File: config.mk
export PLATFORM = sky130hd
export DESIGN_NAME = chnevt_gen
export DESIGN_NICKNAME = d
export VERILOG_FILES = /design/src/rtl/chnevt_gen.sv
export SDC_FILE = /design/constraint.sdc
export NUM_CORES = 1
export LEC_CHECK = 0
export ABC_AREA = 1
export BUFFER_PORTS_ARGS = -buffer_cell sky130_fd_sc_hd__buf_2
export CORE_UTILIZATION = 51
export CTS_CLUSTER_DIAMETER = 100
export DETAILED_ROUTE_END_ITERATION = 7
export PLACE_DENSITY_LB_ADDON = 0.25
export SYNTH_ARGS = -nofsm -noshare
export SYNTH_HDL_FRONTEND = slang
export SYNTH_SLANG_ARGS = --single-unit
File: constraint.sdc
create_clock -name hclk -period 3.1 [get_ports hclk]
set_input_delay 0.155 -clock hclk [delete_from_list [all_inputs] [get_ports hclk]]
set_output_delay 0.155 -clock hclk [all_outputs]
set_load 0.02 [all_outputs]
File: src/rtl/chnevt_gen.sv
// rtl/chnevt_gen.sv - per-channel DMA event trigger generator toward the ETB
// Optional feature: define CHNEVT_ACK_EN to hold each trigger until etb_dmacchn_ack.
// Without it the trigger is a fixed one-cycle pulse and the ack input is unused.
module chnevt_gen #(
  parameter int CNT_W = 4,
  parameter int GAP   = 2
) (
  input  logic             hclk,
  input  logic             hrst_n,
  input  logic             chnc_gbc_chnen,
  input  logic [1:0]       chnc_gbc_evtsel,
  input  logic             chnc_gbc_evtclr,
  input  logic             chnctrl_blk_done,
  input  logic             chnctrl_trans_done,
  input  logic             etb_dmacchn_ack,
  output logic             dmacchn_etb_trg,
  output logic [CNT_W-1:0] chnevt_pend_cnt,
  output logic             chnevt_ovf
);

  typedef enum logic [1:0] {
    ST_IDLE  = 2'd0,
    ST_ISSUE = 2'd1,
    ST_GAP   = 2'd2
  } state_t;

  localparam logic [CNT_W-1:0] CNT_MAX = '1;
  localparam int unsigned      GAP_M1  = (GAP > 0) ? GAP - 1 : 0;
  localparam state_t           ST_POST = (GAP == 0) ? ST_IDLE : ST_GAP;

  state_t             state;
  state_t             state_nxt;
  logic [CNT_W-1:0]   pend_cnt;
  logic               ovf;
  logic [3:0]         gap_cnt;
  logic [1:0]         inc;
  logic               issue_start;
  logic               issue_done;
  logic [CNT_W+1:0]   cnt_sum;

  // A clear in the same cycle discards pending events, so it also blocks a new issue.
  assign issue_start = (state == ST_IDLE) && (pend_cnt != '0) && !chnc_gbc_evtclr;

`ifdef CHNEVT_ACK_EN
  assign issue_done = etb_dmacchn_ack;
`else
  logic ack_unused;
  assign ack_unused = etb_dmacchn_ack;
  assign issue_done = 1'b1;
`endif

  assign inc = {1'b0, chnctrl_blk_done & chnc_gbc_evtsel[0]}
             + {1'b0, chnctrl_trans_done & chnc_gbc_evtsel[1]};

  // Two guard bits so the net inc/dec result can be compared against the ceiling.
  assign cnt_sum = {2'b00, pend_cnt}
                 + {{CNT_W{1'b0}}, inc}
                 - {{(CNT_W+1){1'b0}}, issue_start};

  // State register; channel disable forces the FSM back to idle.
  always_ff @(posedge hclk or negedge hrst_n) begin
    if (!hrst_n)
      state <= ST_IDLE;
    else if (!chnc_gbc_chnen)
      state <= ST_IDLE;
    else
      state <= state_nxt;
  end

  // Next-state decode for idle / issue / gap spacing.
  always_comb begin
    state_nxt = state;
    case (state)
      ST_IDLE:  if (issue_start)     state_nxt = ST_ISSUE;
      ST_ISSUE: if (issue_done)      state_nxt = ST_POST;
      ST_GAP:   if (gap_cnt == 4'd0) state_nxt = ST_IDLE;
      default:                       state_nxt = ST_IDLE;
    endcase
  end

  // Trigger is a pure decode of the state register.
  always_comb begin
    dmacchn_etb_trg = (state == ST_ISSUE);
  end

  // Gap down-counter, loaded as the issue phase ends.
  always_ff @(posedge hclk or negedge hrst_n) begin
    if (!hrst_n)
      gap_cnt <= 4'd0;
    else if (!chnc_gbc_chnen)
      gap_cnt <= 4'd0;
    else if ((state == ST_ISSUE) && (state_nxt == ST_GAP))
      gap_cnt <= 4'(GAP_M1);
    else if ((state == ST_GAP) && (gap_cnt != 4'd0))
      gap_cnt <= gap_cnt - 4'd1;
  end

  // Saturating pending counter with sticky overflow; disable beats clear beats inc/dec.
  always_ff @(posedge hclk or negedge hrst_n) begin
    if (!hrst_n) begin
      pend_cnt <= '0;
      ovf      <= 1'b0;
    end else if (!chnc_gbc_chnen || chnc_gbc_evtclr) begin
      pend_cnt <= '0;
      ovf      <= 1'b0;
    end else if (cnt_sum > {2'b00, CNT_MAX}) begin
      pend_cnt <= CNT_MAX;
      ovf      <= 1'b1;
    end else begin
      pend_cnt <= cnt_sum[CNT_W-1:0];
    end
  end

  assign chnevt_pend_cnt = pend_cnt;
  assign chnevt_ovf      = ovf;

endmodule

# After elaboration in Yosys (flattened, before gate mapping)
# Index checks and enable logic that the tools add are counted.
[classes]
add_sub_neg = 4
n_mul = 0
div = 0
n_lt_le_gt_ge = 1
eq_ne = 4
shift = 0
n_mux = 11
bitwise = 2
reduce_logical = 12
[ops]
columns = ["operator", "n"]
rows = [
  ["4-bit two-way mux", 5],
  ["4-bit nonzero test", 2],
  ["6-bit by 4-bit > comparator with 1-bit output (second input constant)", 1],
  ["2-bit two-way mux", 3],
  ["2-bit case mux with 3 select lines", 1],
  ["5-bit by 1-bit subtractor with 6-bit output", 1],
  ["4-bit by 2-bit adder with 5-bit output", 1],
  ["2-bit equality test (second input constant)", 2],
  ["1-bit logical AND", 4],
  ["4-bit zero test", 1],
  ["4-bit by 1-bit subtractor with 4-bit output (second input constant)", 1],
  ["3-bit by 1-bit inequality test with 1-bit output (second input constant)", 1],
  ["1-bit by 1-bit adder with 2-bit output", 1],
  ["1-bit AND", 2],
  ["2-bit by 1-bit equality test with 1-bit output (second input constant)", 1],
  ["1-bit zero test", 2],
  ["2-bit zero test", 1],
  ["1-bit two-way mux", 2],
  ["2-bit nonzero test", 1],
  ["1-bit logical OR", 1],
]
[word_totals]
regBits = 11
latch_bits = 0
ramBits = 0
romBits = 0
in_bits = 9
word_cells = 38
memories = 0

# Logic depth before layout (Yosys ltp)
# Gate-level depths: netlist of run 1.
[depth]
ltp_word = 9
depth_mapped = 16

# Worst setup path before layout of run 1
# Ideal clock, no wire load.
[synth_timing]
path_type = "register to register"
startpoint = "register pend_cnt[3] (netlist: chnevt_pend_cnt[3])"
endpoint = "register ovf (netlist: chnevt_ovf)"
setup_ps = 121
arrival_ps = 2487
required_ps = 2979
slack_ps = 492
stages_incl_launch_ff = 16
period_less_slack_ps = 2608
path_cell_list = "dfrtp_1 -> inv_1 -> ha_1 -> nand2_1 -> nor2_1 -> nor3_1 -> ha_1 -> inv_1 -> fa_1 -> fa_1 -> nand2_1 -> nand2_1 -> nand3_1 -> nand3_2 -> nor2_1 -> nor2_1"
[synth_between]
elab_chain_len = 6
[synth_lines]
columns = ["element", "line_no", "source"]
rows = [
  ["start: declaration", "33", "logic [CNT_W-1:0] pend_cnt;"],
  ["start signal: assignment", "110", "pend_cnt <= cnt_sum[CNT_W-1:0];"],
  ["branches (longest 3 deep; another with 4-bit by 2-bit adder with 5-bit output)", "n/a", ""],
  ["5-bit by 1-bit subtractor with 6-bit output *", "58", "- {{(CNT_W+1){1'b0}}, issue_start};"],
  ["6-bit by 4-bit > comparator with 1-bit output *", "106", "end else if (cnt_sum > {2'b00, CNT_MAX}) begin"],
  ["2-bit nonzero test (no line) *", "n/a", ""],
  ["end signal: assignment", "102", "ovf <= 1'b0;"],
  ["end signal: assignment", "105", "ovf <= 1'b0;"],
  ["end signal: assignment", "108", "ovf <= 1'b1;"],
  ["end: declaration", "34", "logic ovf;"],
]
# Mark *: on every way between the ends.
# A chain may end at the register's enable or synchronous reset.

# Worst setup path after layout of run 1
[layout_timing]
startpoint = "register pend_cnt[3] (netlist: chnevt_pend_cnt[3])"
endpoint = "register pend_cnt[0] (netlist: chnevt_pend_cnt[0])"
[layout_between]
elab_chain_len = 7
[layout_lines]
columns = ["element", "line_no", "source"]
rows = [
  ["branches (longest 3 deep; another with 4-bit by 2-bit adder with 5-bit output)", "n/a", ""],
  ["5-bit by 1-bit subtractor with 6-bit output *", "58", ""],
  ["6-bit by 4-bit > comparator with 1-bit output", "106", ""],
  ["4-bit two-way mux *", "106", ""],
  ["4-bit two-way mux *", "103", "end else if (!chnc_gbc_chnen || chnc_gbc_evtclr) begin"],
]
# Marked as above.

==> impl_metrics.ini, run 1 <==
[status]
status = complete, no violations

[routing]
antenna_left = 0
drt_pass1_iterations = 4
drt-wirelength-per-cell_um = 10.2
viasPerCell = 4.94
initialDrtViolationCount = 4
drc = 0
routed_wirelength_um = 1250
via_count = 603

[clock_network]
cts_root_buffer = clkbuf_4
clock_latency_ns = 0.26
cts.sinks = 11
cts_resized = 0
h-tree-depth = 1
cts_buffers = 3
clk_pin_slew_ns = 0.06
tritoncts = yes
clk_path_buf_depth = 2

[critical_path]
critPathRequiredTime_ns = 3.25
crit_chain = inv_1, ha_1, nand2_1, nor2_1, nor3_1, ha_1, inv_1, fa_1, fa_1, nand2_1, nand2_1, nand3_1, nand3_2, nor2_1, nor2_1
r2r_cells = 15
cp-end-kind = flop
crit_buf_inv = 2
cp_max_fo = 5
endpoint = chnevt_pend_cnt[0]
crit_type = reg2reg
reg2reg_setup_slack_ns = 0.36
cp_slowest_stage_delay_ns = 0.42
crit_start = chnevt_pend_cnt[3]
cp.depth = 15
crit_slowest_cell = fa_1
reg2reg_to = chnevt_pend_cnt[0]
critical_path_arrival_ns = 2.89
rr_startpoint = chnevt_pend_cnt[3]
critical_path.startpoint_type = flop
cpLargestDelayFamily = adder cells

[logic_synthesis]
avgSynthCellArea_um2 = 8.10
syn_inst = 89
synth_compound_area_share_pct = 4.34
synth_xor_xnor_area_share_pct = 2.43
yosys_register_bits = 11
synthSimpleGateAreaFrac_pct = 30.0
yosys-mux-area-fraction_pct = 0
synth_nets = 107
ys_types = 18
synth_adder_area_share_pct = 17.7
netlist_area_um2 = 721
synth-seq-area-share_pct = 38.2
synth_top_family_by_area = simple AND/OR/NAND/NOR gates
ys.warnings.count = 0

[global_route]
grt_util_met2_pct = 33.6
grt_pass1_vias = 549
grt_use_total_pct = 21.2
antenna_found_initial = 0
grt_max_degree = 12
met1_usage_pct = 26.7
overflow = 0
top_usage_layer = met2
use_met3_pct = 8.52
grt_pass1_wl_um = 2140

[cells_and_area]
final_nets = 126
n_fill_cell = 125
layout-drive-gt1-share_pct = 17.8
layout_common_cells = nand2_1 (19), nor2_1 (15), inv_1 (14), buf_2 (13), dfrtp_1 (11)
regArea_um2 = 275
area_growth_pct = 16.7
finalNonFillerCells = 122
diodes = 0
design_area_um2 = 841
multi_input_area_um2 = 393
fin_util_pct = 64.6
layout_commonest_cell = nand2_1

[floorplan]
die_x_um = 39.6
die_h_um = 39.6
initial_core_util_pct = 55.4
dieArea_mm2 = 0.00157
placementRows = 13
boundaryPins = 15
core_mm2 = 0.00130

[hold_path]
min_from = chnc_gbc_evtclr
worstHoldPathType = in2reg

[power_and_ir_drop]
comb_power_share_pct = 55.4
p_sw_share_pct = 44.7
switching_power_mw = 0.283
power_leakage_nw = 0.474
power_frac_clock_pct = 14.8
p_seq_share_pct = 29.7
vdd_drop_max_mv = 0.506
p_int_mw = 0.351
powerDensity_mw_per_mm2 = 754

[placed_design]
gp_congestion = 0.778
port_buffers = 13
dp.cells = 117
hpwl_um = 1030
placedInstanceArea_um2 = 805

[sta]
hold_violations = 0
setup_viol = 0
fin_skew_ns = 0.00254
fmax_ghz = 0.365
slew_viol_final = 0
tns_ns = 0
tightestPinTransition_ns = 0.248
slew_headroom_pct = 83.5
rsz0062_at_grt = false
period_minus_slack_ns = 2.74
hold_ws_ns = 0.0678
period_share_pct = 88.4

[flow_run]
cap_violations = 0
[layer usage]
metal	wire, µm	vias to the layer above
li1	-	321
met1	624	267
met2	543	15
met3	81	0
met4	0	0
met5	0	-
[timing repair]
item	CTS	global route
hold endpoints to repair	11	0
setup buffers	0	0
hold buffers	1	0
setup endpoints to repair	0	0
[per-stage QoR]
stage	setup slack, ns	power (mW)
floorplan	0.492	0.460
global placement	0.403	0.533
detailed placement	0.333	0.542
CTS	0.336	0.640
global route	0.128	0.716
finish	0.360	0.634
[cell families (layout without fill, tap and decap cells)]
group | Yosys count | in the layout
AOI/OAI and AO/OA | 5 | 5
and+or+nand+nor | 48 | 48
DFF | 11 | 11
buffers and inverters | 14 | 32
adders and majority gates | 9 | 9
xor gates and xnor gates | 2 | 2
[synth_stat cells]
cell | count | area share (%)
nor3_1 | 1 | 0.69
nand4_1 | 3 | 2.6
o21ai_0 | 1 | 0.69
nand3_1 | 5 | 3.5
inv_1 | 14 | 7.3
o22ai_1 | 2 | 1.7
ha_1 | 7 | 12
nand3_2 | 2 | 2.8
dfrtp_1 | 11 | 38
or2_1 | 1 | 0.87
fa_1 | 2 | 5.6
a21oi_1 | 1 | 0.69
nand3b_1 | 1 | 1.0
nor2_1 | 15 | 7.8
nand2_1 | 19 | 9.9
nor4_1 | 1 | 0.87
a21oi_2 | 1 | 1.2
xor2_1 | 2 | 2.4
[sequential cells by signal, indices dropped and copies added (netlist names)]
name,flops
chnevt_pend_cnt,4
chnevt_ovf,1
state,2
gap_cnt,4
[power groups by stage]
stage	Clock [mW]	Sequential [mW]	Combinational [mW]
3_5_place_dp	0	0.192	0.351
4_1_cts	0.0966	0.189	0.355
6_report	0.0940	0.188	0.352
3_3_place_gp	0	0.191	0.342
5_1_grt	0.103	0.192	0.420
2_1_floorplan	0	0.212	0.248
[cell type report]
class / instances / share of cell area [%]
Multi-Input combinational cell: 64 / 46.7
Sequential cell: 11 / 32.7
Timing Repair Buffer: 14 / 8.93
Inverter: 14 / 6.25
Clock buffer: 4 / 3.13
Tap cell: 15 / 2.23
[worst min path at each step]
stage / end / slack, ns / depth (start not counted)
after global routing: state[0] / 0.06 / 2
after floorplan: chnevt_ovf / -0.14 / 0
after CTS: state[0] / 0.07 / 2
after detailed placement: state[0] / 0.03 / 1
final: state[0] / 0.07 / 2
after global placement: state[0] / 0.03 / 1
(Power assumes the default switching activity.)
==> inputs of run 2 (changes only) <==
--- a/config.mk
+++ b/config.mk
@@ -7,10 +7,12 @@
 export LEC_CHECK = 0
 export ABC_AREA = 1
 export BUFFER_PORTS_ARGS = -buffer_cell sky130_fd_sc_hd__buf_2
+export CORE_MARGIN = 5
 export CORE_UTILIZATION = 51
 export CTS_CLUSTER_DIAMETER = 100
 export DETAILED_ROUTE_END_ITERATION = 7
 export PLACE_DENSITY_LB_ADDON = 0.25
+export SKIP_CTS_REPAIR_TIMING = 1
 export SYNTH_ARGS = -nofsm -noshare
 export SYNTH_HDL_FRONTEND = slang
 export SYNTH_SLANG_ARGS = --single-unit
==> run 2 against run 1 <==
Effect of this change:
- die area rose by 44%
- total power fell by 0.14%
- via count fell by 1.8%
- design area did not move
- sequential share of layout area did not move
- sequential power barely moved
- sequential cell count did not move
- clock power rose by 0.6%
- first-iteration DRC count rose by 75%
- wire length rose by 5.3%
- worst hold slack got worse by 0.0049 ns
- non-clock buffer count did not move
- critical path type unchanged
- largest cell class unchanged
- largest power group unchanged
==> impl_metrics.ini, run 2 (same netlist as run 1, synthesis figures left out) <==
[cells_and_area]
layout_common_cells = nand2_1 (19), nor2_1 (15), inv_1 (14), buf_2 (13), dfrtp_1 (11)
diodes = 0
final_nets = 126
layout_commonest_cell = nand2_1
design_area_um2 = 841
finalNonFillerCells = 122
layout-drive-gt1-share_pct = 17.8
area_growth_pct = 16.7

[power_and_ir_drop]
total_power_mw = 0.633
vdd_drop_max_mv = 0.447
powerDensity_mw_per_mm2 = 753
power_leakage_nw = 0.474

[floorplan]
initial_core_util_pct = 54.7
die_x_um = 47.6
core_mm2 = 0.00132
dieArea_mm2 = 0.00226
placementRows = 13
boundaryPins = 15
die_h_um = 47.6

[global_route]
use_met3_pct = 5.64
overflow = 0
met1_usage_pct = 16.6
top_usage_layer = met2
grt_max_degree = 12
antenna_found_initial = 0
grt_util_met2_pct = 22.7
grt_pass1_vias = 582
grt_pass1_wl_um = 2190
grt_use_total_pct = 14.1

[critical_path]
critPathRequiredTime_ns = 3.25
critical_path_arrival_ns = 2.88
critical_path.startpoint_type = flop
cp_max_fo = 5
cp-end-kind = flop
crit_type = reg2reg

[clock_network]
cts_buffers = 3
clock_latency_ns = 0.27
cts_root_buffer = clkbuf_4
tritoncts = yes
h-tree-depth = 1
clk_path_buf_depth = 2
clk_pin_slew_ns = 0.07
cts.sinks = 11

[routing]
routed_wirelength_um = 1320
antenna_left = 0
viasPerCell = 4.85
drc = 0
initialDrtViolationCount = 7
via_count = 592
drt-wirelength-per-cell_um = 10.8
drt_pass1_iterations = 4

[sta]
tns_ns = 0
fmax_ghz = 0.366
fin_skew_ns = 0.00946
hold_ws_ns = 0.0628
slew_headroom_pct = 83.6
tightestPinTransition_ns = 0.245
period_share_pct = 88.1
slew_viol_final = 0
hold_violations = 0
setup_viol = 0
rsz0062_at_grt = false
period_minus_slack_ns = 2.73

[flow_run]
cap_violations = 0

[hold_path]
worstHoldPathType = in2reg

[placed_design]
dp.cells = 117
port_buffers = 13
placedInstanceArea_um2 = 805
hpwl_um = 1100
gp_congestion = 0.780

[status]
status = complete, no violations
run 2: cell counts in the layout (fill, tap and decap cells not counted):
No cell type changed its count.
run 2: metal layers:
metal | wire [µm] | vias up
met2 | 562 | 16
met3 | 117 | 2
met4 | 12 | 0
met1 | 623 | 256
met5 | 0 | -
li1 | - | 318
run 2: stage by stage:
| stage | setup WS (ns) | utilization (%) |
|---|---|---|
| after CTS | 0.343 | 63.1 |
| after detailed placement | 0.343 | 61.1 |
| after global routing | 0.114 | 63.8 |
| after global placement | 0.415 | 61.1 |
| final | 0.369 | 63.8 |
| after floorplan | 0.492 | - |
run 2: worst paths after layout:
kind | start | cells past startpoint | endpoint | slack [ns]
max | chnevt_pend_cnt[3] | 15 | chnevt_pend_cnt[2] | 0.37
min | chnc_gbc_evtclr | 2 | state[0] | 0.06
max reg2reg | chnevt_pend_cnt[3] | 15 | chnevt_pend_cnt[2] | 0.37
min reg2reg | chnevt_ovf | 2 | chnevt_ovf | 0.51
max in group asynchronous | hrst_n | 2 | gap_cnt[1] | 2.63
min in group asynchronous | hrst_n | 2 | state[0] | 0.27
run 2: layout make-up:
type | instances | area, µm²
Sequential cell | 11 | 275
Multi-Input combinational cell | 64 | 393
Fill cell | 133 | 477
Timing Repair Buffer | 14 | 75.1
Inverter | 14 | 52.6
Clock buffer | 4 | 26.3
Tap cell | 15 | 18.8
run 2: power by group:
| part | internal (mW) | switching, mW |
|---|---|---|
| combinational | 0.132 | 0.219 |
| clock | 0.0497 | 0.0449 |
| sequential | 0.169 | 0.0188 |
| total | 0.351 | 0.282 |
run 2: worst max-delay path, cell delays in order, from the launching register on:
cell and delay (ns):
dfrtp_1 0.39, inv_1 0.10, ha_1 0.19, nand2_1 0.06
nor2_1 0.13, nor3_1 0.08, ha_1 0.27, inv_1 0.05
fa_1 0.42, fa_1 0.41, nand2_1 0.07, nand2_1 0.07
nand3_1 0.09, nand3_2 0.13, nor2_1 0.11, nor2_1 0.05
==> inputs of run 3 (changes only) <==
--- a/config.mk
+++ b/config.mk
@@ -11,7 +11,7 @@
 export CORE_UTILIZATION = 51
 export CTS_CLUSTER_DIAMETER = 100
 export DETAILED_ROUTE_END_ITERATION = 7
-export PLACE_DENSITY_LB_ADDON = 0.25
+export PLACE_DENSITY = 0.75
 export SKIP_CTS_REPAIR_TIMING = 1
 export SYNTH_ARGS = -nofsm -noshare
 export SYNTH_HDL_FRONTEND = slang
==> run 3 against run 2 <==
Effect of this change:
- first-iteration DRC count is 57% higher
- non-clock buffer count is the same
- worst hold slack gained 0.012 ns
- sequential cell count unchanged
- worst setup slack got worse by 0.016 ns
- clock power grew 1%
- design area unchanged
- die area did not move
- critical path type unchanged
- critical endpoint is now chnevt_pend_cnt[3]
- highest routed layer is now met3
==> impl_metrics.ini, run 3 (same netlist as run 1, synthesis figures left out) <==
[sta]
tightestPinTransition_ns = 0.257
hold_violations = 0
slew_headroom_pct = 82.8
slew_viol_final = 0
rsz0062_at_grt = false
fin_skew_ns = 0.00632
fmax_ghz = 0.364
period_share_pct = 88.6
setup_viol = 0
period_minus_slack_ns = 2.75
setup_slack_ns = 0.353
tns_ns = 0

[placed_design]
port_buffers = 13
hpwl_um = 1130
gp_congestion = 0.793
dp_slack_ns = 0.361

[routing]
drc = 0
via_count = 604
initialDrtViolationCount = 11
antenna_left = 0
drt-wirelength-per-cell_um = 10.9
drt_pass1_iterations = 4
routed_wirelength_um = 1330
viasPerCell = 4.95

[global_route]
overflow = 0
grt_max_degree = 12
grt_pass1_wl_um = 2240
grt_pass1_vias = 554
antenna_found_initial = 0
grt_use_total_pct = 14.1

[clock_network]
clk_path_buf_depth = 2
h-tree-depth = 1
clock_latency_ns = 0.27
cts.sinks = 11
tritoncts = yes
cts_root_buffer = clkbuf_4
cts_buffers = 3
clk_pin_slew_ns = 0.07

[power_and_ir_drop]
total_power_mw = 0.644
powerDensity_mw_per_mm2 = 766
p_seq_share_pct = 29.2
power_leakage_nw = 0.474
p_sw_share_pct = 45.2
switching_power_mw = 0.291
power_frac_clock_pct = 14.9
vdd_drop_max_mv = 0.386
comb_power_share_pct = 55.9
p_int_mw = 0.353

[flow_run]
cap_violations = 0

[critical_path]
rr_startpoint = chnevt_pend_cnt[2]
cp-end-kind = flop
critical_path_arrival_ns = 2.90
crit_type = reg2reg
critPathRequiredTime_ns = 3.25
cp_max_fo = 5
critical_path.startpoint_type = flop
reg2reg_setup_slack_ns = 0.35
crit_start = chnevt_pend_cnt[2]

[floorplan]
initial_core_util_pct = 54.7
die_h_um = 47.6
boundaryPins = 15
placementRows = 13
dieArea_mm2 = 0.00226
die_x_um = 47.6
core_mm2 = 0.00132

[hold_path]
min_from = chnc_gbc_evtclr
worstHoldPathType = in2reg

[cells_and_area]
n_fill_cell = 118
area_growth_pct = 16.7
diodes = 0
layout_common_cells = nand2_1 (19), nor2_1 (15), inv_1 (14), buf_2 (13), dfrtp_1 (11)
layout_commonest_cell = nand2_1
final_nets = 126
layout-drive-gt1-share_pct = 17.8

[status]
status = complete, no violations
[run 3: cell counts in the layout (fill, tap and decap cells not counted)]
No cell type changed its count.
[run 3: final timing paths]
kind	cells past startpoint	endpoint
min in group asynchronous	2	chnevt_pend_cnt[0]
hold / removal	2	state[0]
setup reg to reg	15	chnevt_pend_cnt[3]
setup / recovery	15	chnevt_pend_cnt[3]
max in group asynchronous	2	chnevt_pend_cnt[2]
hold reg to reg	2	chnevt_ovf
[run 3: final cells by class]
type / instances / area (µm²) / share of cell area [%]
clock buffer: 4 / 26.3 / 3.13
inverter: 14 / 52.6 / 6.25
multi-input combinational: 64 / 393 / 46.7
tap: 15 / 18.8 / 2.23
timing repair buffer: 14 / 75.1 / 8.93
sequential: 11 / 275 / 32.7
[run 3: worst max-delay path, stage by stage (launching register included)]
cell and delay [ns]:
dfrtp_1 0.40, inv_1 0.09, ha_1 0.18, nand2_1 0.06, nor2_1 0.13, nor3_1 0.07
ha_1 0.27, inv_1 0.05, fa_1 0.42, fa_1 0.41, nand2_1 0.08, nand2_1 0.07
nand3_1 0.10, nand3_2 0.13, nor2_1 0.13, nor2_1 0.05
[run 3: per-stage QoR]
| step | util, % | std cells | cell area (µm²) | hold WS [ns] |
|---|---|---|---|---|
| final | 63.8 | 122 | 841 | 0.0745 |
| after global routing | 63.8 | 122 | 841 | 0.0740 |
| after CTS | 63.1 | 121 | 831 | -0.255 |
| after detailed placement | 61.1 | 117 | 805 | 0.0376 |
| after global placement | 61.1 | 117 | 805 | 0.0325 |
| after floorplan | - | 89 | 721 | -0.141 |
[run 3: power by group through the flow]
stage	registers [mW]	logic, mW	clock network (mW)
4_1_cts	0.188	0.362	0.101
3_3_place_gp	0.190	0.344	0
2_1_floorplan	0.212	0.248	0
5_1_grt	0.194	0.402	0.107
3_5_place_dp	0.191	0.360	0
6_report	0.188	0.360	0.0958
[run 3: per-layer routing]
metal	part of all wire [%]	vias up	wire length [µm]	global-route usage [%]
met1	47	267	630	18.5
met3	7.4	0	99	6.77
met2	45	17	604	21.9
met5	0	-	0	0
met4	0	0	0	1.61
li1	-	320	-	-
